`src/rtl/query_bank_loader_pkg.sv`:
```
// Shared parameter header for the query staging path: PE array geometry and
// the 2-bit base encoding produced by the query parser.
package query_bank_loader_pkg;

  localparam int PE_NUM     = 64;
  localparam int PE_NUM_BIT = 6;
  localparam int BASE_W     = 2;

  typedef enum logic [BASE_W-1:0] {
    BASE_A = 2'd0,
    BASE_C = 2'd1,
    BASE_G = 2'd2,
    BASE_T = 2'd3
  } base_t;

endpackage

```
`src/rtl/query_bank_reg.sv`:
```
// PE_NUM x 2-bit register file with a one-hot write port and a per-slot valid
// mask; a write to a slot wins over a simultaneous mask clear.
module query_bank_reg
  import query_bank_loader_pkg::*;
#(
  parameter int SLOTS = PE_NUM
) (
  input  logic                      clk,
  input  logic                      rst_n,
  input  logic [SLOTS-1:0]          wr_en,
  input  logic [BASE_W-1:0]         wr_data,
  input  logic                      clr,
  output logic [BASE_W*SLOTS-1:0]   data,
  output logic [SLOTS-1:0]          mask
);

  // Data is never cleared by clr; only the mask is, so stale bases remain.
  always_ff @(posedge clk or negedge rst_n) begin
    if (!rst_n) begin
      data <= '0;
      mask <= '0;
    end else begin
      for (int k = 0; k < SLOTS; k++) begin
        if (wr_en[k]) begin
          data[k*BASE_W +: BASE_W] <= wr_data;
          mask[k]                  <= 1'b1;
        end else if (clr) begin
          mask[k] <= 1'b0;
        end
      end
    end
  end

endmodule

```
`src/rtl/query_bank_loader.sv`:
```
// Double-buffered query staging: collects parser bases into a shadow bank and
// commits whole segments to the PE array, stalling the parser when both are full.
module query_bank_loader #(
  parameter int PE_NUM     = query_bank_loader_pkg::PE_NUM,
  parameter int PE_NUM_BIT = query_bank_loader_pkg::PE_NUM_BIT
) (
  input  logic                                          clk,
  input  logic                                          rst_n,
  input  logic [query_bank_loader_pkg::BASE_W-1:0]      q_i,
  input  logic [PE_NUM-1:0]                             pe_valid_i,
  input  logic                                          pouring_i,
  input  logic                                          pouring_last_i,
  input  logic                                          parser_busy_i,
  input  logic                                          seg_done_i,
  output logic                                          buffer_full_o,
  output logic [query_bank_loader_pkg::BASE_W*PE_NUM-1:0] q_bank_o,
  output logic [PE_NUM-1:0]                             pe_en_o,
  output logic                                          seg_load_o,
  output logic                                          seg_last_o,
  output logic                                          overflow_o
);

  import query_bank_loader_pkg::*;

  if ((1 << PE_NUM_BIT) != PE_NUM) begin : g_bad_pe_num
    $error("query_bank_loader: PE_NUM must equal 2**PE_NUM_BIT");
  end

  typedef enum logic {
    FILL = 1'b0,
    HOLD = 1'b1
  } state_t;

  state_t                     state, state_nxt;
  logic                       commit;
  logic                       act_busy;
  logic                       last_pend;
  logic                       last_now;
  logic                       seg_end;
  logic                       has_data;
  logic                       act_free;
  logic [PE_NUM-1:0]          wr_en;
  logic [PE_NUM-1:0]          sh_mask;
  logic [BASE_W*PE_NUM-1:0]   sh_q;

  assign seg_end  = pouring_last_i & ~pouring_i;
  assign has_data = |sh_mask;
  assign act_free = ~act_busy | seg_done_i;
  assign wr_en    = (state == FILL) ? pe_valid_i : '0;
  // The final-segment flag must be usable on the very edge that sees seg_end.
  assign last_now = (state == FILL && seg_end) ? ~parser_busy_i : last_pend;

  query_bank_reg #(
    .SLOTS (PE_NUM)
  ) u_shadow (
    .clk     (clk),
    .rst_n   (rst_n),
    .wr_en   (wr_en),
    .wr_data (q_i),
    .clr     (commit),
    .data    (sh_q),
    .mask    (sh_mask)
  );

  always_ff @(posedge clk or negedge rst_n) begin
    if (!rst_n) begin
      state <= FILL;
    end else begin
      state <= state_nxt;
    end
  end

  always_comb begin
    state_nxt = state;
    commit    = 1'b0;
    case (state)
      FILL: begin
        if (seg_end && has_data) begin
          if (act_free) begin
            commit = 1'b1;
          end else begin
            state_nxt = HOLD;
          end
        end
      end
      HOLD: begin
        if (act_free) begin
          commit    = 1'b1;
          state_nxt = FILL;
        end
      end
      default: state_nxt = FILL;
    endcase
  end

  always_ff @(posedge clk or negedge rst_n) begin
    if (!rst_n) begin
      last_pend <= 1'b0;
    end else if (state == FILL && seg_end && has_data) begin
      last_pend <= ~parser_busy_i;
    end
  end

  // A commit re-arms act_busy even when seg_done_i frees the previous bank.
  always_ff @(posedge clk or negedge rst_n) begin
    if (!rst_n) begin
      act_busy      <= 1'b0;
      q_bank_o      <= '0;
      pe_en_o       <= '0;
      seg_load_o    <= 1'b0;
      seg_last_o    <= 1'b0;
      buffer_full_o <= 1'b0;
      overflow_o    <= 1'b0;
    end else begin
      seg_load_o    <= commit;
      buffer_full_o <= (state_nxt == HOLD);
      if (commit) begin
        act_busy   <= 1'b1;
        q_bank_o   <= sh_q;
        pe_en_o    <= sh_mask;
        seg_last_o <= last_now;
      end else if (seg_done_i) begin
        act_busy <= 1'b0;
      end
      if (state == HOLD && |pe_valid_i) begin
        overflow_o <= 1'b1;
      end
    end
  end

endmodule

```
`config.mk`:
```
export PLATFORM = sky130hd
export DESIGN_NAME = query_bank_loader
export DESIGN_NICKNAME = d
export VERILOG_FILES = /design/src/rtl/query_bank_loader_pkg.sv /design/src/rtl/query_bank_reg.sv /design/src/rtl/query_bank_loader.sv
export SDC_FILE = /design/constraint.sdc
export NUM_CORES = 1
export LEC_CHECK = 0
export CAP_MARGIN = 10
export CORE_ASPECT_RATIO = 1.25
export CORE_MARGIN = 5
export CORE_UTILIZATION = 40
export DETAILED_ROUTE_END_ITERATION = 8
export PLACE_DENSITY = 0.68
export SYNTH_ARGS = -nofsm -noshare
export SYNTH_HDL_FRONTEND = slang
export SYNTH_SLANG_ARGS = --single-unit
export TNS_END_PERCENT = 10
```
`constraint.sdc`:
```
create_clock -name clk -period 2.3 [get_ports clk]
set_input_delay 0.345 -clock clk [delete_from_list [all_inputs] [get_ports clk]]
set_output_delay 0.345 -clock clk [all_outputs]
set_load 0.01 [all_outputs]
```
==> results.md <==
- The minimum clock period is 2.53 ns.
- The die is 213 um wide.
- Dividing the detail-routed via count by the number of cells gives 5.97.
- For this block, the initial DRC count from the detailed router was 1,623.
- In this run the register-to-register setup slack is -0.23 ns.
- The number of hold violations in the final report was 0.
- The number of unique standard cell types used by synthesis is 25.
- The cell chosen for the clock root is sky130_fd_sc_hd__clkbuf_16.
- The H-tree was split into 2 levels.
- For this run, the register share of the synthesized area comes to 0.472.
- Setup slack on the critical path of the routed design comes to -0.234 ns.
- The worst slew margin relative to its limit is 0.308.
- The checks that failed: setup timing.
- The area growth from synthesis to layout is 30.7%.
- The number of inserted filler cells in the final layout is 4,561.
- The global routing usage summed across all routing layers is 0.239.
- The number of standard cells in the layout, taps in and fillers out is 3,185.
- TritonCTS built the clock tree.
- The die outline area is 0.0564 mm2.
- The count of final setup violators is 250.
- The first TritonRoute pass finished after 5 iterations.
- Counting flops and latches in the post-synthesis netlist gives 390.
- The run finished, with violations left.
- The number of antenna diodes in the final layout is 0.
- CTS saw 390 sinks.
- In the post-synthesis netlist, the biggest area contributors are sky130_fd_sc_hd__dfrtp_1 (47%), sky130_fd_sc_hd__nand2b_1 (7.8%), sky130_fd_sc_hd__mux2_2 (7.0%), sky130_fd_sc_hd__o211ai_1 (7.0%), sky130_fd_sc_hd__a311o_1 (6.2%).
- Of all nets on the critical path, the largest fanout is 31.
- The critical path data arrival time is 2.95 ns.
- In this run the count of I/O pins placed on the die edge is 268.
- The worst supply voltage drop on vdd is 0.520 mV.
- The clock-pin slew on the worst setup and hold paths is 0.06 ns.
- The setup path with the least slack is of type reg -> reg.
- The final clock skew is 0.0235 ns.
- The commonest cells after synthesis are sky130_fd_sc_hd__dfrtp_1 (390), sky130_fd_sc_hd__nand2b_1 (259), sky130_fd_sc_hd__nand2_1 (205), sky130_fd_sc_hd__nand3_1 (194), sky130_fd_sc_hd__o211ai_1 (192).
- Row generation in the floorplan step produced 93 rows.
- The starting density of the core is 0.402.
- The wire length after detailed routing is 70,500 um.
- The cell type with the largest total area after synthesis is sky130_fd_sc_hd__dfrtp_1.
- After detailed routing, the number of remaining DRC violations is 0.
- Dividing the detail-routed wire length by the instance count gives 22.1 um.
- Entering global routing, the biggest net connects 116 pins.
- The critical path launch point type is a flip-flop.
- The total grt overflow is 0.
- The number of nets handed over by synthesis was 2,270.
- The worst setup path is captured at a flip-flop.
- Dividing the final minimum period by the clock period gives 1.10.
- The power per standard cell area is 882 mW/mm2.
- The count of vias placed by the detailed router is 19,000.
- After technology mapping, the gate count stands at 2,198.
- For this run, the top clock speed supported by timing is 0.395 GHz.
- The maximum buffer depth of the clock tree is 3.
- The number of warnings printed during yosys synthesis is 0.
- The placer's final routability congestion estimate is 0.815.
- After synthesis, the mean cell area works out to 9.41 um2.
- The antenna violation net count after detailed routing is 0.
- The class of the most critical hold timing path is in -> async.
- Buffers inserted during clock tree synthesis total 42.
- The library cell with the highest instance count after synthesis is sky130_fd_sc_hd__dfrtp_1.
- The smallest hold slack is 0.337 ns.
- The net count reported at finish is 2,562.
- After detailed placement, the design holds a cell count of 3,095.
- In the final layout, the share of cells above drive strength 1 is 0.169.
- Setup repair after global routing could not meet its margin everywhere.
- The share of synthesized area in the top cell type comes to 0.472.
- The core region is 0.0514 mm2.
- The transition time at the pin with the least slew margin is 1.04 ns.
- The later pin in the worst-skew pair is clocked with a latency of 0.55 ns.
- For this run, the leading register cell type out of synthesis is sky130_fd_sc_hd__dfrtp_1.
- The number of enable flip-flop cells after synthesis is 0.
- In the synthesized netlist the async set-or-reset flop fraction comes to 1.00.
- The endpoint required time on the critical path is 2.71 ns.
- The HPWL after detailed placement is 44,100 um.
- The max-slew violation total from the final report is 0.
- The cell leakage power is 10.6 nW.
- Measured along the y axis, the die boundary spans 264 um.
- The number of input and output port buffers inserted is 267.
- The cell area after technology mapping is 0.0207 mm2.
- The via count of the first global-routing pass is 18,700.
- The max-cap violation count is 0.
- The first global-routing pass estimated 109,000 um of wire.
- The initial antenna violation count is 0.
[critical path, stage by stage, from the launching register on]
cell and delay, ns:
sky130_fd_sc_hd__dfrtp_1 0.40, sky130_fd_sc_hd__nor4_2 0.30, sky130_fd_sc_hd__buf_4 0.19, sky130_fd_sc_hd__nand4_1 0.21, sky130_fd_sc_hd__or4_4 0.59, sky130_fd_sc_hd__buf_8 0.18
sky130_fd_sc_hd__buf_12 0.17, sky130_fd_sc_hd__a311o_1 0.33
[cells by family (layout without fill, tap and decap cells)]
group           Yosys count  in the layout  synth area share
simple gates            888            888             0.216
compound gates          573            573             0.196
buf+inv                 219            541            0.0465
mux                     128            128            0.0697
flops                   390            390             0.472
[metrics by stage]
| step | area (um2) | setup slack [ns] | power [W] | TNS, ns | util |
|---|---|---|---|---|---|
| after global routing | 27000 | -0.288 | 0.0250 | -54.51 | 0.526 |
| after detailed placement | 25100 | -0.477 | 0.0167 | -100.05 | 0.488 |
| after floorplan | 20700 | 0.125 | 0.0128 | 0 | - |
| final | 27000 | -0.234 | 0.0239 | -31.53 | 0.526 |
| after global placement | 25100 | -0.496 | 0.0164 | -103.40 | 0.488 |
| after CTS | 26800 | -0.290 | 0.0240 | -45.44 | 0.522 |
[cells in the final DEF, fill, tap and decap left out, types with 5 or more instances in the layout]
| master | instances |
|---|---|
| sky130_fd_sc_hd__o21ai_1 | 42 |
| sky130_fd_sc_hd__buf_16 | 9 |
| sky130_fd_sc_hd__nor4_1 | 28 |
| sky130_fd_sc_hd__buf_12 | 35 |
| sky130_fd_sc_hd__a311o_1 | 128 |
| sky130_fd_sc_hd__nand3_1 | 194 |
| sky130_fd_sc_hd__buf_6 | 9 |
| sky130_fd_sc_hd__dfrtp_1 | 389 |
| sky130_fd_sc_hd__nand2_1 | 205 |
| sky130_fd_sc_hd__a21oi_1 | 117 |
| sky130_fd_sc_hd__clkbuf_16 | 48 |
| sky130_fd_sc_hd__o21ai_2 | 9 |
| sky130_fd_sc_hd__clkinv_2 | 11 |
| sky130_fd_sc_hd__nor2_1 | 120 |
| sky130_fd_sc_hd__clkinvlp_4 | 5 |
| sky130_fd_sc_hd__inv_1 | 11 |
| sky130_fd_sc_hd__nand4_1 | 8 |
| sky130_fd_sc_hd__o211ai_1 | 192 |
| sky130_fd_sc_hd__clkbuf_8 | 7 |
| sky130_fd_sc_hd__o311ai_1 | 9 |
| sky130_fd_sc_hd__nor2_2 | 9 |
| sky130_fd_sc_hd__mux2_2 | 128 |
| sky130_fd_sc_hd__nor2b_1 | 54 |
| sky130_fd_sc_hd__clkdlybuf4s50_1 | 264 |
| sky130_fd_sc_hd__bufinv_16 | 5 |
| sky130_fd_sc_hd__o21ai_0 | 67 |
| sky130_fd_sc_hd__buf_4 | 129 |
| sky130_fd_sc_hd__nand2b_1 | 258 |
[layout make-up]
type | count | area [um2] | area share
timing repair buffer | 456 | 4840 | 0.179
inverter | 11 | 41.3 | 0.00153
multi-input combinational | 1589 | 10100 | 0.375
sequential | 390 | 9760 | 0.361
clock inverter | 23 | 260 | 0.00962
clock buffer | 51 | 1180 | 0.0435
tap | 665 | 832 | 0.0308
[what timing repair did]
item / 4_1_cts / 5_1_grt
hold endpoints to repair: 50 / 0
resized for setup: 87 / 25
pin swaps: 119 / 29
buffers inserted: 4 / 1
setup endpoints to repair: 261 / 260
cloned: 5 / 5
hold buffers: 1 / 0
[power breakdown]
part | switching (W) | leakage [nW] | internal [W]
clock | 0.00294 | 0.705 | 0.00421
combinational | 0.00332 | 5.50 | 0.00377
sequential | 0.00138 | 4.42 | 0.00823
[state kept, by name (all words and copies together), names as in the netlist]
register,count
u_shadow.mask,64
u_shadow.data,128
pe_en_o,64
act_busy,1
seg_load_o,1
last_pend,1
overflow_o,1
q_bank_o,128
seg_last_o,1
buffer_full_o,1
[worst paths after layout]
path,from,depth (start not counted),to
worst min register to register,overflow_o,1,overflow_o
worst min-delay path,rst_n,2,q_bank_o[69]
max in group asynchronous,rst_n,3,buffer_full_o
worst max register to register,u_shadow.mask[16],7,q_bank_o[115]
min in group clk,parser_busy_i,2,last_pend
worst max-delay path,u_shadow.mask[16],7,q_bank_o[115]
[metal layers]
layer,global-route usage,part of all wire
met1,0.326,0.41
met2,0.392,0.49
met3,0.0315,0.067
met4,0.0841,0.038
met5,0,0
No activity file was read; power rests on OpenSTA's default activity.
